--- config.mk ---
export PLATFORM = sky130hd
export DESIGN_NAME = mem_port_arbiter
export DESIGN_NICKNAME = d
export VERILOG_FILES = /design/src/rtl/mem_port_arbiter.sv
export SDC_FILE = /design/constraint.sdc
export NUM_CORES = 1
export LEC_CHECK = 0
export ABC_AREA = 1
export ABC_CLOCK_PERIOD_IN_PS = 1500
export CAP_MARGIN = 10
export CORE_MARGIN = 2
export CORE_UTILIZATION = 31
export DETAILED_ROUTE_END_ITERATION = 8
export MAX_ROUTING_LAYER = met4
export PLACE_DENSITY = 0.73
export SLEW_MARGIN = 10
export SYNTH_ARGS = -nofsm -noshare
export SYNTH_HDL_FRONTEND = slang
export SYNTH_SLANG_ARGS = --single-unit
--- constraint.sdc ---
create_clock -name clk -period 1.5 [get_ports clk]
set_input_delay 0.15 -clock clk [delete_from_list [all_inputs] [get_ports clk]]
set_output_delay 0.15 -clock clk [all_outputs]
set_load 0.05 [all_outputs]
--- src/rtl/mem_port_arbiter.sv ---
// Arbiter for the single unified memory port shared by instruction fetch and data access.
// Fetch starvation is bounded by MAX_STARVE; unacknowledged accesses abort after TIMEOUT cycles.
module mem_port_arbiter #(
    parameter int MAX_STARVE = 4,
    parameter int TIMEOUT    = 16
) (
    input  logic        clk,
    input  logic        reset,
    input  logic        i_req,
    input  logic [31:0] i_addr,
    output logic        i_ready,
    output logic [31:0] i_rdata,
    input  logic        d_req,
    input  logic        d_we,
    input  logic [31:0] d_addr,
    input  logic [31:0] d_wdata,
    input  logic [3:0]  d_wstrb,
    output logic        d_ready,
    output logic [31:0] d_rdata,
    output logic        bus_err,
    output logic        mem_req,
    output logic        mem_we,
    output logic [31:0] mem_addr,
    output logic [31:0] mem_wdata,
    output logic [3:0]  mem_wstrb,
    input  logic        mem_ack,
    input  logic [31:0] mem_rdata,
    output logic        stall_read
);

    localparam int SW = $clog2(MAX_STARVE + 1);
    localparam int TW = $clog2(TIMEOUT);

    typedef enum logic [1:0] {
        IDLE   = 2'd0,
        BUSY_I = 2'd1,
        BUSY_D = 2'd2
    } state_t;

    state_t        state;
    logic [SW-1:0] starve_cnt;
    logic [TW-1:0] tmo_cnt;

    logic busy;
    logic expired;
    logic done;
    logic starved;
    logic grant_i;
    logic grant_d;

    assign busy    = (state != IDLE);
    // An ack on the last allowed cycle wins over the abort.
    assign expired = busy && !mem_ack && (tmo_cnt == TW'(TIMEOUT - 1));
    assign done    = busy && (mem_ack || expired);

    assign starved = (starve_cnt == SW'(MAX_STARVE));
    assign grant_i = (state == IDLE) && i_req && (!d_req || starved);
    assign grant_d = (state == IDLE) && d_req && !grant_i;

    assign i_ready    = (state == BUSY_I) && done;
    assign d_ready    = (state == BUSY_D) && done;
    assign bus_err    = expired;
    assign i_rdata    = ((state == BUSY_I) && mem_ack) ? mem_rdata : 32'h0;
    assign d_rdata    = ((state == BUSY_D) && mem_ack) ? mem_rdata : 32'h0;
    assign stall_read = (i_req && !i_ready) || (d_req && !d_ready);

    // NOTE: all state below uses non-blocking assignments so every register samples
    // pre-edge values; blocking here would create order-dependent simulation races.
    always_ff @(posedge clk) begin
        if (reset) begin
            state      <= IDLE;
            mem_req    <= 1'b0;
            mem_we     <= 1'b0;
            mem_addr   <= 32'h0;
            mem_wdata  <= 32'h0;
            mem_wstrb  <= 4'h0;
            starve_cnt <= '0;
            tmo_cnt    <= '0;
        end else begin
            case (state)
                IDLE: begin
                    tmo_cnt <= '0;
                    if (grant_i) begin
                        state     <= BUSY_I;
                        mem_req   <= 1'b1;
                        mem_we    <= 1'b0;
                        mem_addr  <= i_addr;
                        mem_wdata <= 32'h0;
                        mem_wstrb <= 4'h0;
                    end else if (grant_d) begin
                        state     <= BUSY_D;
                        mem_req   <= 1'b1;
                        mem_we    <= d_we;
                        mem_addr  <= d_addr;
                        mem_wdata <= d_wdata;
                        mem_wstrb <= d_we ? d_wstrb : 4'h0;
                    end
                end
                default: begin
                    if (done) begin
                        state   <= IDLE;
                        mem_req <= 1'b0;
                        tmo_cnt <= '0;
                    end else begin
                        tmo_cnt <= tmo_cnt + TW'(1);
                    end
                end
            endcase

            // Counts data grants that overtook a waiting fetch.
            if (!i_req || grant_i) begin
                starve_cnt <= '0;
            end else if (grant_d && !starved) begin
                starve_cnt <= starve_cnt + SW'(1);
            end
        end
    end

endmodule
; After elaboration in Yosys (flattened, before gate mapping)
; Index checks and enable logic that the tools add are counted.
; Widths: inputs -> output; s select.
[classes]
n_mux = 19
n_eq_ne = 5
addsub = 2
reduce_logical = 33
[op_table]
columns = operator, count
row1 = $mux 32, 6
row2 = $logic_and 1x1->1, 14
row3 = $mux 4, 3
row4 = $mux 2, 4
row5 = $logic_not 1->1, 7
row6 = $mux 1, 6
row7 = $reduce_bool 2->1, 3
row8 = $add 4x1->4 const B, 1
row9 = $eq 4x4->1 const B, 1
row10 = $logic_or 1x1->1, 4
row11 = $reduce_and 2->1, 2
row12 = $add 3x1->3 const B, 1
row13 = $eq 3x3->1 const B, 1
row14 = $ne 3x3->1 const B, 1
row15 = $reduce_or 3->1, 1
row16 = $eq 2x1->1 const B, 1
row17 = $eq 2x2->1 const B, 1
row18 = $logic_not 2->1, 1
row19 = $reduce_or 2->1, 1
[word_totals]
out_inout_bits = 138
reg_bits = 79
word_cells = 67
inputBits = 138

; Longest topological paths before layout
[depth]
depth_word = 9
depth_mapped = 10
depth_no_buf = 9

; Worst setup path before layout
; OpenSTA, ideal clock, no wires.
[synth_timing]
path_kind = flip-flop to output port
startpoint = register state[1]
endpoint = output d_rdata[10]
path_stages_with_launch = 4
setup_slack_ns = -0.056
t_arrival_ns = 1.406
path_buffers = 1
required_time_ns = 1.350
path_cell_list = dfxtp_1 nand3_1 clkbuf_1 nor2_1
[synth_between]
elab_chain_len = 3
[synth_rtl]
columns = element, line_no
row1 = "start, declared", 40  ; state_t state;
row2 = "start signal, assigned", 71  ; state <= IDLE;
row3 = "start signal, assigned", 84  ; state <= BUSY_I;
row4 = "start signal, assigned", 91  ; state <= BUSY_D;
row5 = $eq 2x2->1, 64  ; assign d_rdata = ((state == BUSY_D) && mem_ack) ? mem_rdata : 32'h0;
row6 = $logic_and 1x1->1, 64
row7 = $mux 32, 64
row8 = "end, declared", 19  ; output logic [31:0] d_rdata,
; No other way between the ends.

; Final worst setup path
[layout_timing]
startpoint = register state[1]
endpoint = output stall_read
[layout_between]
elab_chain_len = 9
word_cells_on_any_way = 14
classes_between = eq/ne (2) / reduce/logical (12)
[layout_rtl]
columns = element, line_no
row1 = $reduce_bool 2->1, 51  ; assign busy = (state != IDLE);
row2 = $logic_and 1x1->1 (2 in series), 53  ; assign expired = busy && !mem_ack && (tmo_cnt == TW'(TIMEOUT - 1));
row3 = $logic_or 1x1->1, 54  ; assign done = busy && (mem_ack || expired);
row4 = $logic_and 1x1->1, 54
row5 = "$logic_and 1x1->1, on equally long branches", "60, 61"
row6 = $logic_not 1->1, 65  ; assign stall_read = (i_req && !i_ready) || (d_req && !d_ready);
row7 = $logic_and 1x1->1, 65
row8 = $logic_or 1x1->1 (*), 65
row9 = "end, declared", 28  ; output logic stall_read
; Every way passes the cells marked *; elsewhere a longest branch is shown, timed or not.

==> impl_metrics.ini <==
[run_status]
outcome = finished with violations
violations = negative setup slack

[critical_path]
r2r_start = state[0]
required_ns = 1.35
crit_type = register to output port
worst_ep_arrival_time_ns = 1.57
worst-path-max-fanout = 5
critPathLaunchType = register
crit_top_cell = nand2_2
slowest_stage = dfxtp_4
slowest_delay_ns = 0.39
path_cells = inv_2 > nand2_2 > nand2_1 > nand2_2 > nand3_2 > nand2_2 > nand2_2 > buf_12
cp-end-kind = output port
cp-startpoint = state[1]

[synthesis]
async_reset_ff_share_pct = 0
syn-instance-count = 612
ys.flop_type = dfxtp_1
synth_cell_types = 19
syn-cell-area_um2 = 3810
yosysTopAreaCellShare_pct = 41.5
ys_seq_area_share_pct = 41.5
synth_enable_flop_cells = 0
syn_nets = 753
yosys_warnings = 0
avgSynthCellArea_um2 = 6.23
ys_ff_latch = 79
synth_top_area_cell = dfxtp_1
netlist_top_cells_area = dfxtp_1 41%, nand2_1 24%, a21oi_1 9.7%

[detailed_routing]
drt_wl_total_um = 15400
drtPass1Iterations = 4
detail_route.wl_per_cell_um = 14.6
vias = 4779
drc = 0
via_per_inst = 4.53
drtIter0Drc = 199
ant_nets = 0

[worst_hold_path]
min_path_type = input port to register
hp-start = reset

[timing]
fmax_mhz = 580
skew_ns = 0.00496
slew-limit-headroom_pct = 78.2
tightest_slew_ns = 0.326
rsz0062_at_grt = true
setup_viol = 73
setup_tns_ns = -5.29
hold_violations = 0
fin_ws_ns = -0.223
timing.final.crit_share_pct = 115
min_period_ns = 1.72
drv_slew = 0

[floorplan]
start_util_pct = 31.8
fp.coreArea_um2 = 12000
boundaryPins = 276
dieWidth_um = 115
design.die.area_um2 = 13200
die_y_um = 115
rows = 40

[grt]
grt_pass1_wl_um = 23000
grt_max_degree = 35
grt_antenna_before_repair = 1
gr-total-overflow = 0
grt_pass1_vias = 4660
grt_usage_pct = 22.7

[placed_design]
port_buffers = 275
hpwl_um = 10800
placed_cells = 1025
place_congestion = 0.797

[job]
maxCapViolCount = 0

[layout]
drive_gt1_share_pct = 31.2
fillCellCount = 940
layoutNonFillerInstCount = 1054
area_delta_synth_final_pct = 118
final_nets = 1042

[clock_tree]
clock-root-buffer = clkbuf_16
cts_made_buffers = 9
clock_sinks = 79
h-tree-depth = 3
clk_pin_slew_ns = 0.06
cts_tree = built
worstSkewPairLatency_ns = 0.33
cts_buffer_depth = 2

[pwr]
power_density_nw_per_um2 = 905
ir_drop_mv = 0.637
p_total_uw = 7510
power.leakage_uw = 0.00381
stage by stage:
step	hold slack, ns	util [%]	area [um2]	setup WS [ns]
floorplan	0.293	-	3810	-0.0564
global placement	0.433	61.1	7340	-0.130
detailed placement	0.434	61.1	7340	-0.206
CTS	0.182	67.5	8110	-0.188
global route	0.203	69.1	8300	-0.286
finish	0.183	69.1	8300	-0.223
cells by family (layout without fill, tap and decap cells):
family          count (synthesis)  in the layout  share of synthesized area, %
flops                          79             79                          41.5
fa+ha+maj                       3              3                         0.984
buf+inv                       113            407                          12.8
other cells                     0              1                             0
xor+xnor                        2              2                         0.459
simple gates                  340            340                          34.5
compound gates                 75             75                          9.84
area by class of cell:
type,count,area (um2),share of cell area (%)
flip-flops and latches,79,1590,19.2
well taps,147,184,2.22
multi-input cells,420,2160,26.1
diodes,1,2.50,0.0301
repair buffers,312,3750,45.2
clock inverters,6,68.8,0.829
clock buffers,10,229,2.76
inverters,79,307,3.69
final timing paths:
check	endpoint	slack, ns	cells after the start
worst min register to register	tmo_cnt[0]	0.44	1
worst max-delay path	stall_read	-0.22	8
worst max register to register	mem_addr[8]	-0.01	8
worst min-delay path	mem_addr[27]	0.18	2
repair_timing:
item / 4_1_cts / 5_1_grt
hold buffers: 0 / 0
setup buffers: 8 / 2
cloned: 3 / 2
pin swaps: 8 / 9
resized for setup: 108 / 39
setup endpoints to repair: 132 / 138
sequential cells by signal (all words and copies together) (netlist names):
name        flops
mem_req         1
mem_we          1
state           2
mem_wstrb       4
mem_wdata      32
mem_addr       32
starve_cnt      3
tmo_cnt         4
cell usage after synthesis, types with 3 or more instances:
cell type and number:
nor2_1 74, nand4_1 5, dfxtp_1 79, nand2_1 247, clkbuf_1 17, inv_2 3
buf_6 7, ha_1 3, inv_1 76, nand3_1 9, a21oi_1 74, buf_2 9
report_power, final:
part           switching, uW  internal (uW)
clock                    890           1300
combinational           1730           1200
sequential               110           2290
total                   2730           4780
cell usage in the layout (no fill, tap or decap), drive strengths merged:
cell type / netlist / layout
nand2: 249 / 249
buf: 17 / 174
clkdlybuf4s50: 0 / 135
inv: 79 / 81
dfxtp: 79 / 79
nor2: 75 / 75
a21oi: 74 / 74
clkbuf: 17 / 12
nand3: 10 / 10
nand4: 5 / 5
ha: 3 / 3
xor2: 2 / 2
clkinv: 0 / 2
diode: 0 / 1
nor3: 1 / 1
o21ai: 1 / 1
bufinv: 0 / 1
clkinvlp: 0 / 1
dlygate4sd2: 0 / 1
worst max-delay path, delay by kind of cell (launching register included):
family	cells	cell delay (ns)
buffers and inverters	2	0.22
and+or+nand+nor	6	0.63
DFF	1	0.39
per-layer routing:
layer  vias up  global-route usage (%)  share of wire (%)
met5         -                       -                  0
li1       2414                       -                  -
met4         0                    8.67                2.7
met1      2136                    23.5                 37
met2       201                    41.8                 54
met3        28                    4.85                6.6
Note: power is estimated with default switching activity, not from simulation.
